==> src/rtl/seg_pkg.sv <==
`default_nettype none
// ============================================================================
// Module      : seg_pkg
// Description : Shared definitions for the 7-segment scan controller: blank
//               pattern, scan FSM state type and hex-to-segment decoder.
// Revision    : 1.0 - initial release
// ============================================================================
package seg_pkg;

    // All cathodes off (active-low), order {g,f,e,d,c,b,a}
    localparam logic [6:0] SEG_BLANK = 7'h7F;

    // Scan FSM: blanked guard interval, then the driven part of the slot
    typedef enum logic [0:0] {
        GUARD = 1'b0,
        DRIVE = 1'b1
    } scan_state_t;

    // Hex nibble to active-low segments {g,f,e,d,c,b,a}
    function automatic logic [6:0] hex_to_seg(input logic [3:0] nib);
        logic [6:0] s;
        s = SEG_BLANK;
        case (nib)
            4'h0: s = 7'h40;
            4'h1: s = 7'h79;
            4'h2: s = 7'h24;
            4'h3: s = 7'h30;
            4'h4: s = 7'h19;
            4'h5: s = 7'h12;
            4'h6: s = 7'h02;
            4'h7: s = 7'h78;
            4'h8: s = 7'h00;
            4'h9: s = 7'h10;
            4'hA: s = 7'h08;
            4'hB: s = 7'h03;
            4'hC: s = 7'h46;
            4'hD: s = 7'h21;
            4'hE: s = 7'h06;
            4'hF: s = 7'h0E;
        endcase
        return s;
    endfunction

endpackage
`default_nettype wire

==> src/rtl/scan_tick_gen.sv <==
`default_nettype none
// ============================================================================
// Module      : scan_tick_gen
// Description : Free-running divider; tick is high during the last count of
//               each DIV-cycle period.
// Revision    : 1.0 - initial release
// ============================================================================
module scan_tick_gen #(
    parameter int DIV = 5000
) (
    input  logic clk,
    input  logic rst,
    output logic tick
);

    localparam int                 c_CNT_W = (DIV > 1) ? $clog2(DIV) : 1;
    localparam logic [c_CNT_W-1:0] c_LAST  = c_CNT_W'(DIV - 1);
    localparam logic [c_CNT_W-1:0] c_ONE   = c_CNT_W'(1);

    logic [c_CNT_W-1:0] r_cnt;

    // Count 0..DIV-1 and wrap, independent of anything downstream
    always_ff @(posedge clk or posedge rst) begin
        if (rst) begin
            r_cnt <= '0;
        end else if (r_cnt == c_LAST) begin
            r_cnt <= '0;
        end else begin
            r_cnt <= r_cnt + c_ONE;
        end
    end

    assign tick = (r_cnt == c_LAST);

endmodule
`default_nettype wire

==> src/rtl/seg_scan_ctrl.sv <==
`default_nettype none
// ============================================================================
// Module      : seg_scan_ctrl
// Description : Time-multiplexed common-anode 7-segment scan controller with
//               inter-digit blanking guard, per-digit enable and blink masks.
// Revision    : 1.0 - initial release
// ============================================================================
module seg_scan_ctrl
    import seg_pkg::*;
#(
    parameter int NUM_DIGITS = 4,
    parameter int SCAN_DIV   = 5000,
    parameter int GUARD_CYC  = 16,
    parameter int BLINK_DIV  = 10000
) (
    input  logic                          clk,
    input  logic                          rst,
    input  logic [4*NUM_DIGITS-1:0]       digits_in,
    input  logic [NUM_DIGITS-1:0]         dp_in,
    input  logic [NUM_DIGITS-1:0]         en_mask,
    input  logic [NUM_DIGITS-1:0]         blink_mask,
    output logic [NUM_DIGITS-1:0]         an,
    output logic [6:0]                    seg,
    output logic                          dp,
    output logic [$clog2(NUM_DIGITS)-1:0] digit_idx,
    output logic                          frame_done,
    output logic                          blink_phase
);

    localparam int c_IDX_W = $clog2(NUM_DIGITS);
    localparam int c_GRD_W = (GUARD_CYC > 1) ? $clog2(GUARD_CYC) : 1;
    localparam int c_BLK_W = (BLINK_DIV > 1) ? $clog2(BLINK_DIV) : 1;

    localparam logic [c_IDX_W-1:0] c_IDX_LAST = c_IDX_W'(NUM_DIGITS - 1);
    localparam logic [c_IDX_W-1:0] c_IDX_ONE  = c_IDX_W'(1);
    localparam logic [c_GRD_W-1:0] c_GRD_LAST = c_GRD_W'(GUARD_CYC - 1);
    localparam logic [c_GRD_W-1:0] c_GRD_ONE  = c_GRD_W'(1);
    localparam logic [c_BLK_W-1:0] c_BLK_LAST = c_BLK_W'(BLINK_DIV - 1);
    localparam logic [c_BLK_W-1:0] c_BLK_ONE  = c_BLK_W'(1);

    logic w_tick;

    scan_tick_gen #(
        .DIV (SCAN_DIV)
    ) u_scan_tick (
        .clk  (clk),
        .rst  (rst),
        .tick (w_tick)
    );

    scan_state_t            r_state,      w_state_nxt;
    logic [c_GRD_W-1:0]     r_guard_cnt,  w_guard_nxt;
    logic [c_IDX_W-1:0]     r_idx,        w_idx_nxt;
    logic [3:0]             r_snap_nib,   w_snap_nib_nxt;
    logic                   r_snap_dp,    w_snap_dp_nxt;
    logic                   r_snap_en,    w_snap_en_nxt;
    logic                   r_snap_blink, w_snap_blink_nxt;
    logic [c_BLK_W-1:0]     r_blink_cnt,  w_blink_cnt_nxt;
    logic                   r_blink_phase, w_phase_nxt;
    logic [NUM_DIGITS-1:0]  r_an,         w_an_nxt;
    logic [6:0]             r_seg,        w_seg_nxt;
    logic                   r_dp,         w_dp_nxt;
    logic                   r_frame_done, w_frame_nxt;
    logic                   w_show;

    // State, snapshot, blink and output registers
    always_ff @(posedge clk or posedge rst) begin
        if (rst) begin
            r_state       <= GUARD;
            r_guard_cnt   <= '0;
            r_idx         <= '0;
            r_snap_nib    <= '0;
            r_snap_dp     <= 1'b0;
            r_snap_en     <= 1'b0;
            r_snap_blink  <= 1'b0;
            r_blink_cnt   <= '0;
            r_blink_phase <= 1'b0;
            r_an          <= '1;
            r_seg         <= SEG_BLANK;
            r_dp          <= 1'b1;
            r_frame_done  <= 1'b0;
        end else begin
            r_state       <= w_state_nxt;
            r_guard_cnt   <= w_guard_nxt;
            r_idx         <= w_idx_nxt;
            r_snap_nib    <= w_snap_nib_nxt;
            r_snap_dp     <= w_snap_dp_nxt;
            r_snap_en     <= w_snap_en_nxt;
            r_snap_blink  <= w_snap_blink_nxt;
            r_blink_cnt   <= w_blink_cnt_nxt;
            r_blink_phase <= w_phase_nxt;
            r_an          <= w_an_nxt;
            r_seg         <= w_seg_nxt;
            r_dp          <= w_dp_nxt;
            r_frame_done  <= w_frame_nxt;
        end
    end

    // Next-state logic; outputs are derived from next-state values so the
    // registered pins line up with the state they describe
    always_comb begin
        w_state_nxt      = r_state;
        w_guard_nxt      = r_guard_cnt;
        w_idx_nxt        = r_idx;
        w_snap_nib_nxt   = r_snap_nib;
        w_snap_dp_nxt    = r_snap_dp;
        w_snap_en_nxt    = r_snap_en;
        w_snap_blink_nxt = r_snap_blink;
        w_blink_cnt_nxt  = r_blink_cnt;
        w_phase_nxt      = r_blink_phase;
        w_frame_nxt      = 1'b0;
        w_an_nxt         = '1;
        w_seg_nxt        = SEG_BLANK;
        w_dp_nxt         = 1'b1;

        // Blink divider counts scan ticks and flips phase on wrap
        if (w_tick) begin
            if (r_blink_cnt == c_BLK_LAST) begin
                w_blink_cnt_nxt = '0;
                w_phase_nxt     = ~r_blink_phase;
            end else begin
                w_blink_cnt_nxt = r_blink_cnt + c_BLK_ONE;
            end
        end

        case (r_state)
            GUARD: begin
                // Ticks cannot legally land here, so they are not looked at
                if (r_guard_cnt == c_GRD_LAST) begin
                    w_state_nxt      = DRIVE;
                    w_guard_nxt      = '0;
                    w_snap_nib_nxt   = digits_in[{r_idx, 2'b00} +: 4];
                    w_snap_dp_nxt    = dp_in[r_idx];
                    w_snap_en_nxt    = en_mask[r_idx];
                    w_snap_blink_nxt = blink_mask[r_idx];
                end else begin
                    w_guard_nxt = r_guard_cnt + c_GRD_ONE;
                end
            end
            DRIVE: begin
                if (w_tick) begin
                    w_state_nxt = GUARD;
                    if (r_idx == c_IDX_LAST) begin
                        w_idx_nxt   = '0;
                        w_frame_nxt = 1'b1;
                    end else begin
                        w_idx_nxt = r_idx + c_IDX_ONE;
                    end
                end
            end
            default: begin
                w_state_nxt = GUARD;
            end
        endcase

        // Blink phase is applied live, the rest comes from the slot snapshot
        w_show = (w_state_nxt == DRIVE) && w_snap_en_nxt &&
                 !(w_snap_blink_nxt && w_phase_nxt);
        if (w_show) begin
            w_an_nxt[w_idx_nxt] = 1'b0;
            w_seg_nxt           = hex_to_seg(w_snap_nib_nxt);
            w_dp_nxt            = ~w_snap_dp_nxt;
        end
    end

    assign an          = r_an;
    assign seg         = r_seg;
    assign dp          = r_dp;
    assign digit_idx   = r_idx;
    assign frame_done  = r_frame_done;
    assign blink_phase = r_blink_phase;

endmodule
`default_nettype wire

==> config.mk <==
export PLATFORM = sky130hd
export DESIGN_NAME = seg_scan_ctrl
export DESIGN_NICKNAME = d
export VERILOG_FILES = /design/src/rtl/seg_pkg.sv /design/src/rtl/scan_tick_gen.sv /design/src/rtl/seg_scan_ctrl.sv
export SDC_FILE = /design/constraint.sdc
export NUM_CORES = 1
export LEC_CHECK = 0
export CELL_PAD_IN_SITES_DETAIL_PLACEMENT = 1
export CELL_PAD_IN_SITES_GLOBAL_PLACEMENT = 1
export CORE_MARGIN = 1.5
export CORE_UTILIZATION = 33
export DETAILED_ROUTE_END_ITERATION = 7
export PLACE_DENSITY = 0.65
export SLEW_MARGIN = 20
export SYNTH_ARGS = -nofsm -noshare
export SYNTH_HDL_FRONTEND = slang
export SYNTH_SLANG_ARGS = --single-unit
==> constraint.sdc <==
create_clock -name clk -period 2.97 [get_ports clk]
set_clock_uncertainty 0.15 [all_clocks]
set_input_delay 0.297 -clock clk [delete_from_list [all_inputs] [get_ports clk]]
set_output_delay 0.297 -clock clk [all_outputs]
set_load 0.01 [all_outputs]
# After elaboration in Yosys (flattened, before gate mapping)
# Memory sizes are Yosys's and may differ from the RTL's.
# Index checks and enable logic that the tools add are counted.
# Widths: inputs -> output; s select.
# totals
regBits,55
mem_bits_ro,112
out_inout_bits,16
memories,1
# memory_table
memory,depth,word_bits,read_ports,rd_ports_with_merged_regs,wr,line,rtl
(no name shown),16,7,1,0,0,seg_pkg.sv:23,case (nib)
# classes
addsub,4
n_lt_le_gt_ge,3
eq_ne,4
n_shift,1
muxes,33
bitwise,4
reduce_logical,5
# op_table
cell,count
$mux 1,18
$mux 4,4
$shiftx 16x5->4,1
$add 14x1->14 const B,1
$eq 14x14->1 const B,1
$mux 14,1
$add 13x1->13 const B,1
$eq 13x13->1 const B,1
$mux 13,1
$mux 7,1
$bmux 1 s2,3
$lt 2x3->1 const B,2
$mux 2,3
$add 4x1->4 const B,1
$eq 4x4->1 const B,1
$logic_and 1x1->1,4
$not 4->4,1
$not 1->1,3
$add 2x1->2 const B,1
$demux 1 s2,1
$eq 2x2->1 const B,1
$ge 2x1->1 const B,1
$pmux 1 s2,1
$logic_not 1->1,1

# Logic depth before layout (Yosys ltp)
# Gate-level depths: netlist (run 1).
# depth
word_depth,10
depth_mapped,10

# Modules after synthesis
# From an unflattened synthesis (run 1), not the netlist that was laid out.
# hier_totals
hier_cells,233
hier_area_um2,2731.4
# modules_own_cells
mod,n_inst,cells_per_inst,area_per_inst_um2,seq_area_each_um2
seg_scan_ctrl,1,176,2113.3,1066.0
scan_tick_gen,1,57,618.1,325.3

# Least setup slack after synthesis (run 1)
# Ideal clock, no wire load.
# synth_path
kind,flip-flop to flip-flop
from,reg r_guard_cnt[0]
to,"reg r_seg[3], in the netlist seg[3]"
setup_ps,80
t_arrival_ps,2350
required_time_ps,2740
slack_ps,391
stages_incl_launch_ff,10
path_cell_list,dfrtp_1 > ha_1 > nand4b_1 > buf_1 > mux2i_1 > inv_1 > ha_1 > a211oi_1 > a31oi_1 > nand2b_1
# synth_between
word_cells_on_any_way,15
# synth_lines
element,line,rtl
from (decl),seg_scan_ctrl.sv:52,"logic [c_GRD_W-1:0] r_guard_cnt, w_guard_nxt;"
from (signal assigned),seg_scan_ctrl.sv:84,r_guard_cnt <= w_guard_nxt;
$eq 4x4->1,seg_scan_ctrl.sv:129,if (r_guard_cnt == c_GRD_LAST) begin
$mux 4,seg_scan_ctrl.sv:129,
$mux 4,seg_scan_ctrl.sv:126,case (r_state)
via w_snap_nib_nxt[0],seg_scan_ctrl.sv:54,"logic [3:0] r_snap_nib, w_snap_nib_nxt;"
$mem_v2 16x7,-,
$mux 7,seg_scan_ctrl.sv:159,if (w_show) begin
via w_seg_nxt[3],seg_scan_ctrl.sv:61,"logic [6:0] r_seg, w_seg_nxt;"
to (signal assigned),seg_scan_ctrl.sv:93,r_seg <= w_seg_nxt;
to (decl),seg_scan_ctrl.sv:61,
# The timed path passes the listed nets, and every way through them passes these cells.
# A chain may end at the register's enable or synchronous reset.

# Final worst setup path (run 1)
# layout_path
from,reg u_scan_tick.r_cnt[5]
to,"reg r_seg[2], in the netlist seg[2]"
# layout_between
elab_chain_cells,6
word_cells_on_any_way,9
# layout_lines
element,line,rtl
from (decl),scan_tick_gen.sv:20,logic [c_CNT_W-1:0] r_cnt;
from (signal assigned),scan_tick_gen.sv:29,r_cnt <= r_cnt + c_ONE;
$eq 13x13->1 (*),scan_tick_gen.sv:33,assign tick = (r_cnt == c_LAST);
$mux 1 (on tied branches),"seg_scan_ctrl.sv:141, seg_scan_ctrl.sv:117",
$pmux 1 s2 / $logic_and 1x1->1 (equally long branches),"seg_scan_ctrl.sv:126, seg_scan_ctrl.sv:158",
$logic_and 1x1->1 / $logic_not 1->1 (equally long branches),"seg_scan_ctrl.sv:157, seg_scan_ctrl.sv:158",
$logic_and 1x1->1 (*),seg_scan_ctrl.sv:157,w_show = (w_state_nxt == DRIVE) && w_snap_en_nxt &&
$mux 7 (*),seg_scan_ctrl.sv:159,
via w_seg_nxt[2],seg_scan_ctrl.sv:61,
# The timed path passes the listed nets; every way through them passes the cells marked *.

==> impl_results.md, run 1 <==
- Met1 WL: between 3 and 4 mm
- Worst slew pin tran: about 0.70 ns
- Flop-to-flop setup slack: ~0.18 ns
- FF-to-FF End: seg[2]
- Die area: roughly 9000 sq um
- CTS tree: done
- Min Hold Slack: 0.356 ns
- Top_reg_cell synth: dfrtp_1
- Initial Util: around a third
- Antenna violations before repair: 0
- Synth warnings: 0
- Largest family of logic cells by synthesized area: simple AND/OR/NAND/NOR gates
- Max layer used: met4
- Layout cell share with drive strength beyond 1: ~16%
- Final Setup Violations: 0
- Post_cts resized: 0
- Placer Congestion: ~0.80
- CP max stage cell: or4_4
- Global route overflow: 0
- Final setup TNS: 0 ns
- Vias: 2,187
- GR Util All Layers: 16.2%
- Placed wire-length estimate: approximately 5.1 mm
- Final nets: about 360
- Commonest non-fill, non-tap cell in the layout: clkdlybuf4s50_1
- Startpoint types: flop
- Routed WL: between 6 and 7 mm
- Die Span Y: 95.9 microns
- Fmax: 358 MHz
- Area Growth Syn to Fin: 24.7%
- Reg2reg path depth: 6
- Area of the core: 8300 sq um
- CTS buffer count: 5
- CP peak stage delay: around 0.57 ns
- Met2 WL: approximately 3.4 mm
- Compound-Gate Fraction of Synth Area: about a tenth
- Site Rows: 33
- Worst path cell trace: or4b_4, or4_4, nor2b_4, xnor2_1, o211a_1, o311ai_0
- Cell Area, Synth: about 2800 sq um
- Maximum vdd ir drop: approximately 0.00019 V
- Hold_buf cts: 0
- Final hold vios: 0
- Clock tree sinks: 55
- Largest net degree at the start of global routing: 56
- Chip width: 95.9 microns
- Post-synth cell types: roughly 50
- First-pass GRT wire length: about 11 mm
- Critical R2R Launch: u_scan_tick.r_cnt[5]
- Fin crit share: roughly 94%
- Post-CTS Setup Bufs: 0
- Lkg Pwr: roughly 1.5 nW
- Post-synth ARST share: between 90% and 100%
- Diodes inserted: 0
- Worst-path fanout max: 12
- Outcome: complete, no violations
- Synth Area in Simple Gates: a little under a fifth
- Max-cap viol count: 0
- I/O pins: between 40 and 50
- Met3 WL: 234 microns
- PortBufs: 45
- Adder-Cell Fraction of Synth Area: under 10%
- Hold Path Class: in2async
- Critical Path RT: ~3 ns
- DRT antenna net count: 0
- Mapped Cells: between 200 and 300
- CP Capture Type: flop
- Sequential share of the synthesized area: around 49%
- Clk root buf: clkbuf_8
- Latest clock arrival within the worst-skew pair: about 0.30 ns
- Synth Area in XOR/XNOR: roughly 6.2%
- Initial drt markers: between 50 and 60
- Number of remaining DRC errors: 0
- Slew Viols, Final: 0
- Power Dens Cells: roughly 370 nW/um^2
- Flops & latches, synth: between 50 and 60
- CTS max path bufs: 2
- Post-synth EDFFs: 0
- Max transition margin: 53.4%
- Post-Syn Nets: 301
- Mux contribution to synthesized area: approximately 8.9%
- Most frequent cells in the layout: clkdlybuf4s50_1 (45), dfrtp_1 (43), nand2_1 (32)
- Drt first pass iters: 4
- Worst Path Arrival: approximately 2.9 ns
- Synthesized area per cell: 10.9 sq um
- RSZ-0062 raised after global routing: false
- Crit Path Class: reg2reg
- Vias per inst: between 5 and 6
- Wire length per cell: between 15 and 20 microns
- Vias in the first global route: ~2,300
- Tmin final: roughly 2.8 ns
- Max H-tree Level: 2
- Final design utilization: 42.8%
- Clk slew on worst S/H paths: roughly 0.1 ns
==> cells by family (layout without fill, tap and decap cells) <==
family | Yosys count | in the layout
flops | 55 | 55
buf+inv | 19 | 74
fa+ha+maj | 10 | 10
xor+xnor | 20 | 20
simple gates | 97 | 97
mux | 16 | 16
compound gates | 44 | 44
==> metal layers <==
layer	vias up	track usage, %
li1	1051	-
met1	1090	20.8
met2	41	27.6
met3	5	3.00
met4	0	4.41
met5	-	0
==> cell usage after synthesis (all sizes together) (5+ instances only) <==
| cell | instances | area share [%] |
|---|---|---|
| dfrtp | 43 | 38 |
| nand2 | 32 | 4.2 |
| o21ai | 15 | 2.9 |
| nor2 | 13 | 1.7 |
| xnor2 | 13 | 4.0 |
| dfstp | 12 | 11 |
| nand3 | 12 | 2.1 |
| ha | 10 | 4.4 |
| inv | 10 | 1.3 |
| mux4 | 7 | 5.5 |
| xor2 | 7 | 2.2 |
| a21oi | 6 | 1.1 |
| and3 | 6 | 1.3 |
| clkbuf | 6 | 0.79 |
| nor4 | 6 | 1.8 |
| mux2i | 5 | 1.8 |
==> how the worst max path moves through the flow <==
stage	start	to	slack, ns
global placement	u_scan_tick.r_cnt[5]	seg[2]	0.23
global route	u_scan_tick.r_cnt[5]	seg[2]	0.003
CTS	u_scan_tick.r_cnt[5]	seg[2]	0.14
floorplan	r_guard_cnt[0]	seg[3]	0.39
finish	u_scan_tick.r_cnt[5]	seg[2]	0.18
detailed placement	u_scan_tick.r_cnt[5]	seg[2]	0.15
==> power by group <==
group          internal, mW  switching (mW)  total (mW)
Clock                 0.166           0.235       0.402
Sequential            0.769         0.00504       0.774
Combinational        0.0752          0.0587       0.134
Total                  1.01           0.299        1.31
==> sequential cells by signal, indices dropped and copies added (netlist names) <==
| signal | flops |
|---|---|
| u_scan_tick.r_cnt | 13 |
| seg | 7 |
| r_guard_cnt | 4 |
| r_snap_dp | 1 |
| digit_idx | 2 |
| an | 4 |
| frame_done | 1 |
| r_snap_en | 1 |
| r_blink_cnt | 14 |
| r_snap_blink | 1 |
| r_snap_nib | 4 |
| dp | 1 |
| blink_phase | 1 |
| r_state | 1 |
==> area by class of cell <==
class | instances | area (sq um)
Timing Repair Buffer | 56 | 533
Inverter | 10 | 37.5
Clock buffer | 7 | 76.3
Clock inverter | 1 | 5.00
Fill cell | 912 | 4750
Sequential cell | 55 | 1390
Tap cell | 105 | 131
Multi-Input combinational cell | 187 | 1380
==> metrics by stage <==
stage	total power [mW]	std cells	setup slack [ns]	instance area [sq um]
5_1_grt	1.37	421	0.00310	3550
3_5_place_dp	0.925	413	0.153	3470
4_1_cts	1.33	421	0.145	3550
2_1_floorplan	0.848	261	0.391	2850
6_report	1.31	421	0.180	3550
3_3_place_gp	0.923	413	0.227	3470
==> worst max-delay path: cells and delay by family, from the launching register on <==
kind	cells	cell delay [ns]
simple gates	3	1.29
flops	1	0.43
compound gates	2	0.66
xor+xnor	1	0.15
Power figures use the tool's default switching activity.
==> run 2: changes to the inputs <==
--- a/config.mk
+++ b/config.mk
@@ -9,6 +9,7 @@
 export CELL_PAD_IN_SITES_GLOBAL_PLACEMENT = 1
 export CORE_MARGIN = 1.5
 export CORE_UTILIZATION = 33
+export CTS_BUF_LIST = sky130_fd_sc_hd__clkbuf_4 sky130_fd_sc_hd__clkbuf_8 sky130_fd_sc_hd__clkbuf_16
 export DETAILED_ROUTE_END_ITERATION = 7
 export PLACE_DENSITY = 0.65
 export SLEW_MARGIN = 20
==> impl_results.md, run 2 (synthesis gave the netlist of run 1 again) <==
- Final hold vios: 0 (unchanged)
- Max transition margin: 52.6% (-0.76 points)
- Switching Fraction: 22.7% (-0.15 points)
- Reg2reg path depth: 6 (unchanged)
- Hold Path Class: in2async
- Tmin final: 2.79 ns (-0.00425 ns)
- Vias in the first global route: 2,292 (-0.087%)
- P_sw: 0.302 mW (+0.95%)
- Diodes inserted: 0 (unchanged)
- Max H-tree Level: 2 (unchanged)
- Die Span Y: 95.9 microns (unchanged)
- Most frequent cells in the layout: clkdlybuf4s50_1 (45), dfrtp_1 (43), nand2_1 (32)
- Max-cap viol count: 0 (unchanged)
- Post-CTS Setup Bufs: 0 (unchanged)
- Placer Congestion: 0.798 (unchanged)
- Met1 WL: 3.19 mm (+0.98%)
- Chip width: 95.9 microns (unchanged)
- Initial Util: 34.3% (unchanged)
- PortBufs: 45 (unchanged)
- Vias: 2,173 (-0.64%)
- Clk root buf: clkbuf_8
- Reg with most FFs: r_blink_cnt
- Max layer used: met4
- Initial drt markers: 50 (-5.7%)
- Commonest non-fill, non-tap cell in the layout: clkdlybuf4s50_1
- Met3 WL: 230 microns (-1.7%)
- Layout cell share with drive strength beyond 1: 16.5% (+0.63 points)
- FF-to-FF End: seg[2]
- GR Util All Layers: 16.3% (+0.10 points)
- CTS buffer count: 5 (unchanged)
- Placed wire-length estimate: 5.10 mm (unchanged)
- First-pass GRT wire length: 11.4 mm (+0.25%)
- Combinational Power Share: 10.1% (about the same)
- CTS tree: done
- Fin crit share: 93.8% (-0.14 points)
- Clk pwr share: 31.8% (+1.1 points)
- Worst-path fanout max: 12 (unchanged)
- Number of remaining DRC errors: 0 (unchanged)
- Critical R2R Launch: u_scan_tick.r_cnt[5]
- Power Dens Cells: 374 nW/um^2 (+1.4%)
- I/O pins: 46 (unchanged)
- Placed cell area: 3470 sq um (unchanged)
- Fmax: 359 MHz (+0.15%)
- Wire length per cell: 16.2 microns (+0.22%)
- Critical path startpoint: u_scan_tick.r_cnt[5]
- Vias per inst: 5.16 (-0.64%)
- Critical Path RT: 3.03 ns (about the same)
- CP Capture Type: flop
- Antenna violations before repair: 0 (unchanged)
- CP peak stage delay: 0.57 ns (about the same)
- Maximum vdd ir drop: 0.000169 V (-12%)
- Flop-to-flop setup slack: 0.18 ns (about the same)
- Area of the core: 8300 sq um (unchanged)
- Clock tree sinks: 55 (unchanged)
- CP delay by family, top: simple AND/OR/NAND/NOR gates
- Hold_buf cts: 0 (unchanged)
- Worst path cell trace: or4b_4, or4_4, nor2b_4, xnor2_1, o211a_1, o311ai_0
- Worst slew pin tran: 0.711 ns (+0.0114 ns)
- Lkg Pwr: 1.50 nW (+0.46%)
- CTS max path bufs: 2 (unchanged)
- CP max stage cell: or4_4
- Met2 WL: 3.33 mm (-0.69%)
- Final instance area: 3560 sq um (+0.21%)
- Routed WL: 6.84 mm (+0.22%)
- Area Growth Syn to Fin: 25.0%
- Startpoint types: flop
- Final Setup Violations: 0 (unchanged)
- Site Rows: 33 (unchanged)
- Clk slew on worst S/H paths: 0.10 ns (about the same)
- Seq pwr share: 58.2% (-0.9 points)
- Die area: 9200 sq um (unchanged)
- Buf+Inv Stages, Crit Path: 0 (unchanged)
- RSZ-0062 raised after global routing: false
- Latest clock arrival within the worst-skew pair: 0.31 ns (about the same)
- Crit Path Class: reg2reg
- Drt first pass iters: 4 (unchanged)
- DRT antenna net count: 0 (unchanged)
- Global route overflow: 0 (unchanged)
- Slew Viols, Final: 0 (unchanged)
- Internal power: 1.03 mW (+1.8%)
- Power Total: 1.33 mW (+1.6%)
- Largest net degree at the start of global routing: 56 (unchanged)
- Post_cts resized: 0 (unchanged)
- Outcome: complete, no violations
- Final nets: 355 (unchanged)
- Largest register FFs: 14 (unchanged)
- Min Hold Slack: 0.347 ns (-0.00848 ns)
- Final setup TNS: 0 ns (unchanged)
- Worst Path Arrival: 2.85 ns (about the same)
-- run 2: layer usage --
layer / vias up / GRT usage, %
met4: 0 / 5.15
met1: 1078 / 20.8
met2: 39 / 27.6
li1: 1050 / -
met3: 6 / 3.00
met5: - / 0
-- run 2: stage by stage --
stage / setup WS (ns) / util [%] / std cells
after floorplan: 0.391 / - / 261
after global placement: 0.227 / 41.8 / 413
after detailed placement: 0.153 / 41.8 / 413
after CTS: 0.146 / 42.9 / 421
after global routing: 0.00368 / 42.9 / 421
final: 0.184 / 42.9 / 421
-- run 2: area by class of cell --
type                            instances  area, sq um
Clock inverter                          1         5.00
Sequential cell                        55         1390
Clock buffer                            7         83.8
Timing Repair Buffer                   56          533
Fill cell                             914         4740
Multi-Input combinational cell        187         1380
Tap cell                              105          131
Inverter                               10         37.5
-- run 2: power groups by stage --
| stage | Combinational, mW | Sequential (mW) | Clock [mW] |
|---|---|---|---|
| floorplan | 0.0559 | 0.792 | 0 |
| global placement | 0.135 | 0.788 | 0 |
| detailed placement | 0.137 | 0.788 | 0 |
| CTS | 0.138 | 0.774 | 0.445 |
| global route | 0.149 | 0.776 | 0.470 |
| finish | 0.134 | 0.774 | 0.423 |
-- run 2: worst register-to-register path, stage by stage, from the launching register on --
cell and delay, ns:
dfrtp_1 0.43, or4b_4 0.56, or4_4 0.57, nor2b_4 0.16
xnor2_1 0.15, o211a_1 0.44, o311ai_0 0.23
-- run 2: worst max-delay path by stage --
stage | endpoint | slack [ns] | depth (start not counted)
2_1_floorplan | seg[3] | 0.39 | 9
5_1_grt | seg[2] | 0.004 | 6
3_3_place_gp | seg[2] | 0.23 | 6
4_1_cts | seg[2] | 0.15 | 6
3_5_place_dp | seg[2] | 0.15 | 6
6_report | seg[2] | 0.18 | 6
==> run 3: changes to the inputs <==
==> constraint.sdc (replaced) <==
create_clock -name clk -period 2.77 [get_ports clk]
set_clock_uncertainty 0.15 [all_clocks]
set_input_delay 0.277 -clock clk [delete_from_list [all_inputs] [get_ports clk]]
set_output_delay 0.277 -clock clk [all_outputs]
set_load 0.01 [all_outputs]
==> impl_results.md, run 3 (synthesis gave the netlist of run 1 again) <==
- Critical Path RT: 2.84 ns (-0.19 ns)
- Post-CTS Setup Bufs: 0 (unchanged)
- Final hold vios: 0 (unchanged)
- Critical R2R Launch: u_scan_tick.r_cnt[5]
- Number of remaining DRC errors: 0 (unchanged)
- Layout cell share with drive strength beyond 1: 17.8% (+1.3 points)
- Startpoint types: flop
- RSZ-0062 raised after global routing: false
- Area of the core: 8300 sq um (unchanged)
- Critical path startpoint: u_scan_tick.r_cnt[5]
- Antenna violations before repair: 0 (unchanged)
- Max transition margin: 66.1% (+14 points)
- DRT antenna net count: 0 (unchanged)
- Chip width: 95.9 microns (unchanged)
- Slew Viols, Final: 0 (unchanged)
- Hold_buf cts: 0 (unchanged)
- Setup ws final: 0.194 ns (+0.0106 ns)
- Vias per inst: 5.10 (-1.3%)
- Most frequent cells in the layout: clkdlybuf4s50_1 (45), dfrtp_1 (43), nand2_1 (32)
- CTS max path bufs: 2 (unchanged)
- Site Rows: 33 (unchanged)
- Max H-tree Level: 2 (unchanged)
- DP Worst Slack: 0.221 ns (+0.0686 ns)
- First-pass GRT wire length: 11.5 mm (+1.5%)
- Crit Path Class: reg2reg
- Fin crit share: 93.0% (-0.83 points)
- Initial Util: 34.3% (unchanged)
- Reg2reg path depth: 7 (+1)
- Vias: 2,171 (-0.092%)
- PortBufs: 45 (unchanged)
- Final Setup Violations: 0 (unchanged)
- Wire length per cell: 15.9 microns (-2.3%)
- Clk pwr share: 33.7% (+1.9 points)
- Final nets: 360 (+1.4%)
- Seq pwr share: 56.2% (-2.0 points)
- Largest net degree at the start of global routing: 35 (-38%)
- Diodes inserted: 0 (unchanged)
- Commonest non-fill, non-tap cell in the layout: clkdlybuf4s50_1
- Clock tree sinks: 55 (unchanged)
- Lkg Pwr: 1.53 nW (+2.4%)
- Reg with most FFs: r_blink_cnt
- Worst slew pin tran: 0.504 ns (-0.207 ns)
- Drt first pass iters: 3 (-1)
- Worst Path Arrival: 2.64 ns (-0.21 ns)
- Worst-path fanout max: 6 (-6)
- Placer Congestion: 0.864 (+8.3%)
- CP Capture Type: flop
- CTS buffer count: 5 (unchanged)
- Routed WL: 6.77 mm (-1.1%)
- Area Growth Syn to Fin: 27.2%
- Die Span Y: 95.9 microns (unchanged)
- Placed wire-length estimate: 5.16 mm (+1.2%)
- Switching Fraction: 22.2% (-0.50 points)
- Min Hold Slack: 0.159 ns (-0.188 ns)
- Non-Filler Instances: 426 (+1.2%)
- Outcome: complete, no violations
- Global route overflow: 0 (unchanged)
- Combinational Power Share: 10.1% (about the same)
- Fmax: 388 MHz (+8.2%)
- CTS tree: done
- Initial drt markers: 49 (-2.0%)
- Die area: 9200 sq um (unchanged)
- Post_cts resized: 0 (unchanged)
- Final setup TNS: 0 ns (unchanged)
- Hold Path Class: in2async
- Latest clock arrival within the worst-skew pair: 0.31 ns (about the same)
- Largest register FFs: 14 (unchanged)
- Internal power: 1.15 mW (+12%)
- Cells after DPL: 418 (+1.2%)
- Maximum vdd ir drop: 0.000163 V (-3.1%)
- Power Dens Cells: 407 nW/um^2 (+8.9%)
- Tmin final: 2.58 ns (-0.211 ns)
- Clk slew on worst S/H paths: 0.10 ns (about the same)
- Max-cap viol count: 0 (unchanged)
- Vias in the first global route: 2,276 (-0.70%)
- Clk root buf: clkbuf_8
- I/O pins: 46 (unchanged)
- GR Util All Layers: 16.5% (+0.23 points)
- P_sw: 0.327 mW (+8.5%)
## run 3: critical path: stages (launching register included)
cell and delay, ns:
dfrtp_1 0.42, or4b_4 0.56, or4_4 0.58, nor2b_4 0.16, xnor2_1 0.15, o211a_1 0.20
buf_4 0.15, o21ai_0 0.11
## run 3: layout make-up
| cell class | instances | area [sq um] |
|---|---|---|
| Inverter | 10 | 37.5 |
| Tap cell | 105 | 131 |
| Clock buffer | 8 | 104 |
| Multi-Input combinational cell | 187 | 1380 |
| Sequential cell | 55 | 1390 |
| Timing Repair Buffer | 61 | 583 |
| Fill cell | 917 | 4680 |
## run 3: stage by stage
stage,utilization [%],cell area (sq um),power [mW]
floorplan,-,2850,0.910
global placement,42.4,3520,0.996
detailed placement,42.4,3520,0.997
CTS,43.7,3620,1.50
global route,43.7,3620,1.55
finish,43.7,3620,1.48
## run 3: power groups by stage
stage	Clock [mW]	Combinational, mW	Sequential [mW]
final	0.497	0.150	0.829
after global placement	0	0.151	0.844
after global routing	0.547	0.167	0.831
after floorplan	0	0.0600	0.850
after detailed placement	0	0.152	0.845
after CTS	0.518	0.153	0.830
## run 3: final timing paths
kind / endpoint / slack (ns)
min in group clk: r_snap_blink / 0.36
max: an[1] / 0.19
min reg2reg: r_snap_blink / 0.36
max reg2reg: an[1] / 0.19
max in group asynchronous: an[2] / 1.68
min: r_blink_cnt[3] / 0.16
## run 3: metal layers
| metal | wire length [microns] | share of wire [%] | track usage [%] |
|---|---|---|---|
| met3 | 189 | 2.8 | 2.84 |
| met1 | 3220 | 48 | 21.5 |
| met5 | 0 | 0 | 0 |
| met2 | 3240 | 48 | 27.5 |
| met4 | 112 | 1.7 | 5.51 |
